$ cat src/rtl/uart_pkg.sv
// Shared types and constants for the UART blocks.
package uart_pkg;

  typedef enum logic [2:0] {
    ST_IDLE,
    ST_START,
    ST_DATA,
    ST_PARITY,
    ST_STOP
  } uart_rx_state_e;

  localparam int PARITY_NONE = 0;
  localparam int PARITY_ODD  = 1;
  localparam int PARITY_EVEN = 2;

  // 27 MHz board clock / 115200 baud
  localparam int DEFAULT_CLKS_PER_BIT = 234;

endpackage

$ cat src/rtl/sync_2ff.sv
// Two-flop synchroniser for a single asynchronous input bit.
module sync_2ff #(
  parameter logic RST_VAL = 1'b1
) (
  input  logic clk_i,
  input  logic reset_ni,
  input  logic d_i,
  output logic q_o
);

  logic r_s1, r_s2;

  // shift the asynchronous input through two flops
  always_ff @(posedge clk_i or negedge reset_ni) begin
    if (!reset_ni) begin
      r_s1 <= RST_VAL;
      r_s2 <= RST_VAL;
    end else begin
      r_s1 <= d_i;
      r_s2 <= r_s1;
    end
  end

  assign q_o = r_s2;

endmodule

$ cat src/rtl/uart_rx.sv
// Parametrised UART receiver: synchroniser, false-start rejection,
// parity/framing checks and a valid/ready holding register.
module uart_rx
  import uart_pkg::*;
#(
  parameter int CLKS_PER_BIT = DEFAULT_CLKS_PER_BIT,
  parameter int DATA_BITS    = 8,
  parameter int PARITY       = PARITY_NONE,
  parameter int STOP_BITS    = 1
) (
  input  logic                 clk_i,
  input  logic                 reset_ni,
  input  logic                 uart_rx_i,
  output logic [DATA_BITS-1:0] rx_data_o,
  output logic                 rx_valid_o,
  input  logic                 rx_ready_i,
  output logic                 frame_err_o,
  output logic                 parity_err_o,
  output logic                 overrun_o,
  output logic                 busy_o
);

  localparam int CNT_W  = $clog2(CLKS_PER_BIT);
  localparam int HALF   = CLKS_PER_BIT / 2 - 1;
  localparam int BITN_W = 4;

  if (CLKS_PER_BIT < 4) begin : g_bad_cpb
    $error("uart_rx: CLKS_PER_BIT must be >= 4");
  end
  if (DATA_BITS < 5 || DATA_BITS > 9) begin : g_bad_data
    $error("uart_rx: DATA_BITS must be 5..9");
  end
  if (PARITY < 0 || PARITY > 2) begin : g_bad_par
    $error("uart_rx: PARITY must be 0, 1 or 2");
  end
  if (STOP_BITS < 1 || STOP_BITS > 2) begin : g_bad_stop
    $error("uart_rx: STOP_BITS must be 1 or 2");
  end

  logic                 w_rx_s, r_rx_q;
  uart_rx_state_e       r_state, w_state_nxt;
  logic [CNT_W-1:0]     r_cnt;
  logic [BITN_W-1:0]    r_bitn;
  logic [DATA_BITS-1:0] r_shift;
  logic                 r_xor, r_perr_acc, r_ferr_acc;
  logic                 r_busy, r_valid, r_ferr, r_perr, r_ovr;
  logic [DATA_BITS-1:0] r_data;
  logic                 w_tick, w_half;
  logic                 w_cnt_clr, w_bitn_clr, w_begin, w_done;
  logic                 w_data_smp, w_par_smp, w_stop_smp;
  logic                 w_ferr_fin, w_drain;

  sync_2ff #(.RST_VAL(1'b1)) u_sync (
    .clk_i    (clk_i),
    .reset_ni (reset_ni),
    .d_i      (uart_rx_i),
    .q_o      (w_rx_s)
  );

  assign w_tick = (r_cnt == CNT_W'(CLKS_PER_BIT - 1));
  assign w_half = (r_cnt == CNT_W'(HALF));

  // delayed copy of the synchronised line for falling-edge detection
  always_ff @(posedge clk_i or negedge reset_ni) begin
    if (!reset_ni) r_rx_q <= 1'b1;
    else           r_rx_q <= w_rx_s;
  end

  // state register
  always_ff @(posedge clk_i or negedge reset_ni) begin
    if (!reset_ni) r_state <= ST_IDLE;
    else           r_state <= w_state_nxt;
  end

  // next state and per-cycle sampling strobes
  always_comb begin
    w_state_nxt = r_state;
    w_cnt_clr   = 1'b0;
    w_bitn_clr  = 1'b0;
    w_begin     = 1'b0;
    w_done      = 1'b0;
    w_data_smp  = 1'b0;
    w_par_smp   = 1'b0;
    w_stop_smp  = 1'b0;
    case (r_state)
      ST_IDLE: begin
        // only a high-to-low transition starts a frame, so a held-low
        // line (break) cannot retrigger
        if (r_rx_q && !w_rx_s) begin
          w_state_nxt = ST_START;
          w_cnt_clr   = 1'b1;
        end
      end
      ST_START: begin
        if (w_half) begin
          w_cnt_clr = 1'b1;
          if (w_rx_s) begin
            w_state_nxt = ST_IDLE;
          end else begin
            w_state_nxt = ST_DATA;
            w_bitn_clr  = 1'b1;
            w_begin     = 1'b1;
          end
        end
      end
      ST_DATA: begin
        if (w_tick) begin
          w_cnt_clr  = 1'b1;
          w_data_smp = 1'b1;
          if (r_bitn == BITN_W'(DATA_BITS - 1)) begin
            w_bitn_clr  = 1'b1;
            w_state_nxt = (PARITY != PARITY_NONE) ? ST_PARITY : ST_STOP;
          end
        end
      end
      ST_PARITY: begin
        if (w_tick) begin
          w_cnt_clr   = 1'b1;
          w_par_smp   = 1'b1;
          w_state_nxt = ST_STOP;
        end
      end
      ST_STOP: begin
        if (w_tick) begin
          w_cnt_clr  = 1'b1;
          w_stop_smp = 1'b1;
          if (r_bitn == BITN_W'(STOP_BITS - 1)) begin
            w_done      = 1'b1;
            w_state_nxt = ST_IDLE;
          end
        end
      end
      default: w_state_nxt = ST_IDLE;
    endcase
  end

  // bit timing counter, bit index, shift register and error accumulators
  always_ff @(posedge clk_i or negedge reset_ni) begin
    if (!reset_ni) begin
      r_cnt      <= '0;
      r_bitn     <= '0;
      r_shift    <= '0;
      r_xor      <= 1'b0;
      r_perr_acc <= 1'b0;
      r_ferr_acc <= 1'b0;
    end else begin
      if (w_cnt_clr)                r_cnt <= '0;
      else if (r_state != ST_IDLE)  r_cnt <= r_cnt + 1'b1;

      if (w_bitn_clr)                   r_bitn <= '0;
      else if (w_data_smp || w_stop_smp) r_bitn <= r_bitn + 1'b1;

      if (w_data_smp) r_shift <= {w_rx_s, r_shift[DATA_BITS-1:1]};

      if (w_begin)         r_xor <= 1'b0;
      else if (w_data_smp) r_xor <= r_xor ^ w_rx_s;

      if (w_begin)        r_perr_acc <= 1'b0;
      else if (w_par_smp) r_perr_acc <= (r_xor ^ w_rx_s) != (PARITY == PARITY_ODD);

      if (w_begin)                     r_ferr_acc <= 1'b0;
      else if (w_stop_smp && !w_rx_s)  r_ferr_acc <= 1'b1;
    end
  end

  // the final stop sample is folded in on the completion cycle itself
  assign w_ferr_fin = r_ferr_acc | (w_stop_smp & ~w_rx_s);
  assign w_drain    = r_valid & rx_ready_i;

  // holding register with overrun detection and registered busy flag
  always_ff @(posedge clk_i or negedge reset_ni) begin
    if (!reset_ni) begin
      r_data  <= '0;
      r_valid <= 1'b0;
      r_ferr  <= 1'b0;
      r_perr  <= 1'b0;
      r_ovr   <= 1'b0;
      r_busy  <= 1'b0;
    end else begin
      r_ovr  <= 1'b0;
      r_busy <= (w_state_nxt != ST_IDLE);
      if (w_done) begin
        if (!r_valid || w_drain) begin
          r_data  <= r_shift;
          r_ferr  <= w_ferr_fin;
          r_perr  <= r_perr_acc;
          r_valid <= 1'b1;
        end else begin
          r_ovr <= 1'b1;
        end
      end else if (w_drain) begin
        r_valid <= 1'b0;
      end
    end
  end

  assign rx_data_o    = r_data;
  assign rx_valid_o   = r_valid;
  assign frame_err_o  = r_ferr;
  assign parity_err_o = r_perr;
  assign overrun_o    = r_ovr;
  assign busy_o       = r_busy;

endmodule

$ cat config.mk
export PLATFORM = sky130hd
export DESIGN_NAME = uart_rx
export DESIGN_NICKNAME = d
export VERILOG_FILES = /design/src/rtl/uart_pkg.sv /design/src/rtl/sync_2ff.sv /design/src/rtl/uart_rx.sv
export SDC_FILE = /design/constraint.sdc
export NUM_CORES = 1
export LEC_CHECK = 0
export ABC_CLOCK_PERIOD_IN_PS = 5300
export BUFFER_PORTS_ARGS = -buffer_cell sky130_fd_sc_hd__buf_4
export CAP_MARGIN = 40
export CORE_MARGIN = 1
export CORE_UTILIZATION = 50
export DETAILED_ROUTE_END_ITERATION = 16
export PLACE_DENSITY = 0.69
export SLEW_MARGIN = 20
export SYNTH_ARGS = -nofsm -noshare
export SYNTH_HDL_FRONTEND = slang
export SYNTH_SLANG_ARGS = --single-unit
$ cat constraint.sdc
create_clock -name clk_i -period 5.3 [get_ports clk_i]
set_clock_uncertainty 0.2 [all_clocks]
set_input_delay 0.795 -clock clk_i [delete_from_list [all_inputs] [get_ports clk_i]]
set_output_delay 0.795 -clock clk_i [all_outputs]
set_load 0.01 [all_outputs]
Word level (Yosys, flattened, before mapping)
Cells that the tools add are included.

cells by class
  add/subtract/negate cells = 2
  multiply operators = 0
  div/mod/pow operators = 0
  magnitude comparators = 0
  eq/ne operators = 8
  shifts and indexed selects = 0
  muxes and demuxes = 40
  bitwise gates (word level) = 5
  reduce and logical (&&, ||, !) cells = 19

operators by type and width
  cell                   number
  $mux W1                25
  $mux W3                7
  $mux W8                2
  $pmux W3 S5            1
  $reduce_bool A2 Y1     6
  $add A8 B1 Y8 const B  1
  $eq A8 B7 Y1 const B   1
  $eq A8 B8 Y1 const B   1
  $mux W4                2
  $eq A3 B2 Y1 const B   2
  $reduce_bool A3 Y1     2
  $add A4 B1 Y4 const B  1
  $eq A4 B3 Y1 const B   1
  $logic_not A4 Y1       1
  $reduce_and A2 Y1      2
  $eq A3 B1 Y1 const B   1
  $eq A3 B3 Y1 const B   1
  $logic_not A3 Y1       1
  $pmux W1 S3            1
  $reduce_or A3 Y1       1
  $and A1 B1 Y1          2
  $logic_and A1 B1 Y1    2
  $logic_not A1 Y1       2
  $logic_or A1 B1 Y1     2
  6 further kinds        6

storage, ports and cells
  bits in registers = 42
  bits in latches = 0
  bits in writable memories = 0
  memory bits (read-only) = 0
  input port bits = 4
  output and inout bits = 13
  logic and storage cells = 90
  memories kept = 0

Logic depth before layout (Yosys ltp)
  depth in word-level cells = 6
  mapped depth = 6

Cells and area by module
From an unflattened synthesis, not the netlist that was laid out.

second synthesis, totals
  cells, all modules = 156
  area total of the unflattened synthesis = 1963.1 µm²

by module, submodules not included
  module    times used  cells an instance  area an instance (µm²)  seq. area each (µm²)
  uart_rx   1           154                1910.6                  1002.2
  sync_2ff  1           2                  52.6                    52.6

Worst setup path before layout
OpenSTA, ideal clock, no wires.

  path type = reg-to-reg
  start = register r_bitn[0]
  end = register r_perr, in the netlist parity_err_o
  data arrival time = 1748 ps
  data required time = 4975 ps
  setup slack = 3227 ps
  stages on the path, launching flop included = 7
  path buffers = 0
  clock period less this slack = 2073 ps
  cell sequence = dfrtp_1 > inv_1 > ha_1 > or3b_4 > nor4b_4 > nand4_4 > mux2_2

on the way
  longest elaborated chain between the ends = 5

RTL lines
  item                                RTL line        source
  start: declaration                  uart_rx.sv:43   logic [BITN_W-1:0] r_bitn;
  start signal: assignment            uart_rx.sv:151  else if (w_data_smp || w_stop_smp) r_bitn <= r_bitn + 1'b1;
  $logic_not A4 Y1                    uart_rx.sv:127  if (r_bitn == BITN_W'(STOP_BITS - 1)) begin
  $mux W1                             uart_rx.sv:127
  $mux W1                             uart_rx.sv:124  if (w_tick) begin
  $mux W1                             uart_rx.sv:85   case (r_state)
  $reduce_and A2 Y1 (no source line)  --
  end signal: assignment              uart_rx.sv:186  r_perr <= r_perr_acc;
  end: declaration                    uart_rx.sv:46   logic r_busy, r_valid, r_ferr, r_perr, r_ovr;

No other way between the ends.
A chain may end at the register's enable or synchronous reset.

Worst setup path in the final report
  start = register r_bitn[0]
  end = register r_data[1], in the netlist rx_data_o[1]

on the way
  longest elaborated chain between the ends = 5

RTL lines
  item                                RTL line        source
  $logic_not A4 Y1                    uart_rx.sv:127
  $mux W1                             uart_rx.sv:127
  $mux W1                             uart_rx.sv:124
  $mux W1                             uart_rx.sv:85
  $reduce_and A2 Y1 (no source line)  --
  end signal: assignment              uart_rx.sv:184  r_data <= r_shift;
  end: declaration                    uart_rx.sv:47   logic [DATA_BITS-1:0] r_data;

No other way between the ends.

==> metrics.csv <==
stage,metric,value,unit
cells_and_area,FF+latch area,1050,sq um
die,Initial Util,0.530,
cells_and_area,multi-input logic area,868,sq um
routing,drt drc,0,
cells_and_area,Final #Nets,196,
clock_network,Post-CTS Hold Fix Bufs,0,
cells_and_area,Area growth syn-to-layout,13.0,%
yosys,Netlist cell types,41,
worst_setup_path,Critical Path AT,2.25,ns
global_routing,first-pass GRT wire length,5890,microns
global_routing,GR Overflow Total,0,
yosys,Post-Syn Area,1970,sq um
yosys,"Avg Cell Area, Syn",11.7,sq um
clock_network,clk slew on worst S/H paths,0.08,ns
placement,port bufs,16,
pwr,"Power, Total",0.000697,W
global_routing,number of global-route vias before repair,1286,
yosys,complex-gate fraction of the synthesized area,0.0451,
die,Die H,64.8,microns
pwr,Sequential Power Share,0.562,
outcome,status,"finished, final reports clean",
yosys,post-synthesis mux area share,0.112,
placement,DPL Wire Length,2450,microns
clock_network,H-tree Lvls,2,
sta,FMAX,442,MHz
yosys,synthesized flop and latch total,42,
flow_run,max cap viols,0,
cells_and_area,"commonest non-fill, non-tap cell in the layout",dfrtp_1,
die,IO Count,17,
die,FP Rows,22,
global_routing,largest net degree at the start of global routing,43,
sta,Slew headroom,0.641,
pwr,Cell Int Power,0.000488,W
pwr,combinational fraction of design power,0.141,
cells_and_area,layout cells sized above 1,0.266,
sta,RSZ-0062 raised after global routing,false,
clock_network,Root Buffer,clkbuf_8,
global_routing,initial antenna violation count,0,
sta,Final Slew Violations,0,
yosys,Synth Area in Adders,0.0318,
cells_and_area,Filler cells,316,
routing,remaining antenna violation count,0,
yosys,sequential fraction of the synthesis area,0.536,
clock_network,Post-CTS Setup Bufs,0,
worst_setup_path,worst setup path class,reg -> reg,
yosys,Post-Synth Simple-Gate Area,0.199,
clock_network,CTS tree,built,
pwr,Pleak,1.08,nW
global_routing,GRT Total Usage,0.192,
sta,fin crit period,2.26,ns
routing,drt first-iter violations,79,
yosys,yosys warns,0,
yosys,cells after synthesis,168,
die,Core Area,3720,sq um
cells_and_area,post-layout instance area,2230,sq um
cells_and_area,"commonest cells after routing, fill and taps aside","dfrtp_1 (39), nor2_1 (22), mux2_2 (16), buf_4 (16), nand2_1 (9)",
pwr,clock power share,0.297,
routing,Vias,1322,
placement,Placer Congestion,0.810,
sta,final setup vio count,0,
yosys,Post-synth ARST share,1.00,
placement,Placement Cell Area,2130,sq um
worst_hold_path,worst min path class,reg -> reg,
clock_network,Num CTS Buffers,5,
sta,final hold slack,0.162,ns
sta,setup tns final,0,ns
clock_network,Clock Path Buffers,2,
routing,Wirelength per Cell,14.8,microns
yosys,Post-synth EDFFs,0,
routing,Pre-antenna DRT Iters,4,
die,die area,4190,sq um
worst_setup_path,Critical Path Start Type,flop,
cells_and_area,Layout Utilization,0.599,
yosys,Syn Nets,177,
routing,Post-Route WL,3480,microns
pwr,sw power,0.000209,W
pwr,Net Sw Frac,0.300,
routing,vias per std cell,5.60,
worst_setup_path,crit path max fanout,10,
cells_and_area,antenna cells,0,
worst_setup_path,Crit path required time,5.29,ns
pwr,pwr/cell area,313,nW/um^2
clock_network,Post-CTS Resized,0,
sta,hold violation total from the final report,0,
yosys,Synth Flop Type,dfrtp_1,
worst_setup_path,CP endpoint kind,flop,
sta,Final period util,0.427,
pwr,peak supply drop,236,uV
clock_network,Skew-Pair Late Insertion Delay,0.30,ns
yosys,Synth Area in XOR/XNOR,0.0534,
yosys,main combinational cell family by area after synthesis,simple AND/OR/NAND/NOR gates,
clock_network,CTS Sinks,42,
die,die span in x,64.8,microns
sta,Slew @ Worst Pin,0.536,ns
-- power by group through the flow --
stage / clock network, W / logic, W / registers [W]
after CTS: 0.000213 / 0.0000993 / 0.000391
final: 0.000207 / 0.0000983 / 0.000392
after detailed placement: 0 / 0.0000989 / 0.000396
after floorplan: 0 / 0.0000785 / 0.000384
after global placement: 0 / 0.0000953 / 0.000395
after global routing: 0.000229 / 0.000113 / 0.000396
-- area by class of cell --
| cell class | count | area share |
|---|---|---|
| Tap cell | 48 | 0.0270 |
| Inverter | 8 | 0.0135 |
| Sequential cell | 42 | 0.474 |
| Clock inverter | 3 | 0.0107 |
| Multi-Input combinational cell | 114 | 0.390 |
| Timing Repair Buffer | 16 | 0.0540 |
| Clock buffer | 5 | 0.0309 |
-- metal layers --
layer / vias up / share of wire / global-route usage
li1: 628 / - / -
met1: 649 / 0.47 / 0.244
met2: 34 / 0.45 / 0.292
met3: 11 / 0.051 / 0.0687
met4: 0 / 0.027 / 0.0889
met5: - / 0 / 0
-- critical path, cell delays in order (launching register included) --
cell,delay (ns)
dfrtp_1,0.43
inv_1,0.08
ha_1,0.13
or3b_4,0.39
nor4b_4,0.31
nand4_4,0.26
mux2_2,0.34
-- worst paths after layout --
path	cells past startpoint	slack, ns	from	end
worst max-delay path	6	3.04	r_bitn[0]	rx_data_o[1]
worst min-delay path	0	0.16	u_sync.r_s1	u_sync.q_o
worst max register to register	6	3.04	r_bitn[0]	rx_data_o[1]
worst min register to register	0	0.16	u_sync.r_s1	u_sync.q_o
max in group asynchronous	1	4.28	reset_ni	u_sync.r_s1
min in group asynchronous	1	0.26	reset_ni	r_cnt[5]
-- per-stage QoR --
stage / worst slack (ns) / cells
global route: 2.90 / 236
finish: 3.04 / 236
floorplan: 3.23 / 168
detailed placement: 3.02 / 228
global placement: 3.07 / 228
CTS: 3.01 / 236
-- Yosys cell counts, types with 2 or more instances --
master | number | area, sq um
and4_1 | 2 | 17.5
nand3_1 | 2 | 10.0
xor2_1 | 5 | 43.8
clkbuf_1 | 3 | 11.3
mux2i_1 | 4 | 40.0
nand4_1 | 6 | 37.5
dfrtp_1 | 39 | 976
a31oi_1 | 2 | 12.5
mux2_2 | 16 | 180
o211ai_1 | 3 | 22.5
nor4_1 | 3 | 18.8
dfstp_2 | 3 | 78.8
nor2_1 | 22 | 82.6
nand2_1 | 9 | 33.8
ha_1 | 5 | 62.6
o21ai_0 | 3 | 15.0
nor2b_1 | 2 | 12.5
nand2b_1 | 3 | 18.8
inv_1 | 8 | 30.0
xnor2_1 | 7 | 61.3
-- logic make-up after synthesis --
logic type / count (synthesis)
buf+inv: 12
fa+ha+maj: 5
xor+xnor: 12
simple gates: 64
flops: 42
compound gates: 13
mux: 20
-- state kept, by name, indices dropped and copies added, names as in the netlist, 3 cells and up --
| register | cells |
|---|---|
| rx_data_o | 8 |
| r_state | 3 |
| r_shift | 8 |
| r_bitn | 4 |
| r_cnt | 8 |
No activity file was read; power rests on OpenSTA's default activity.
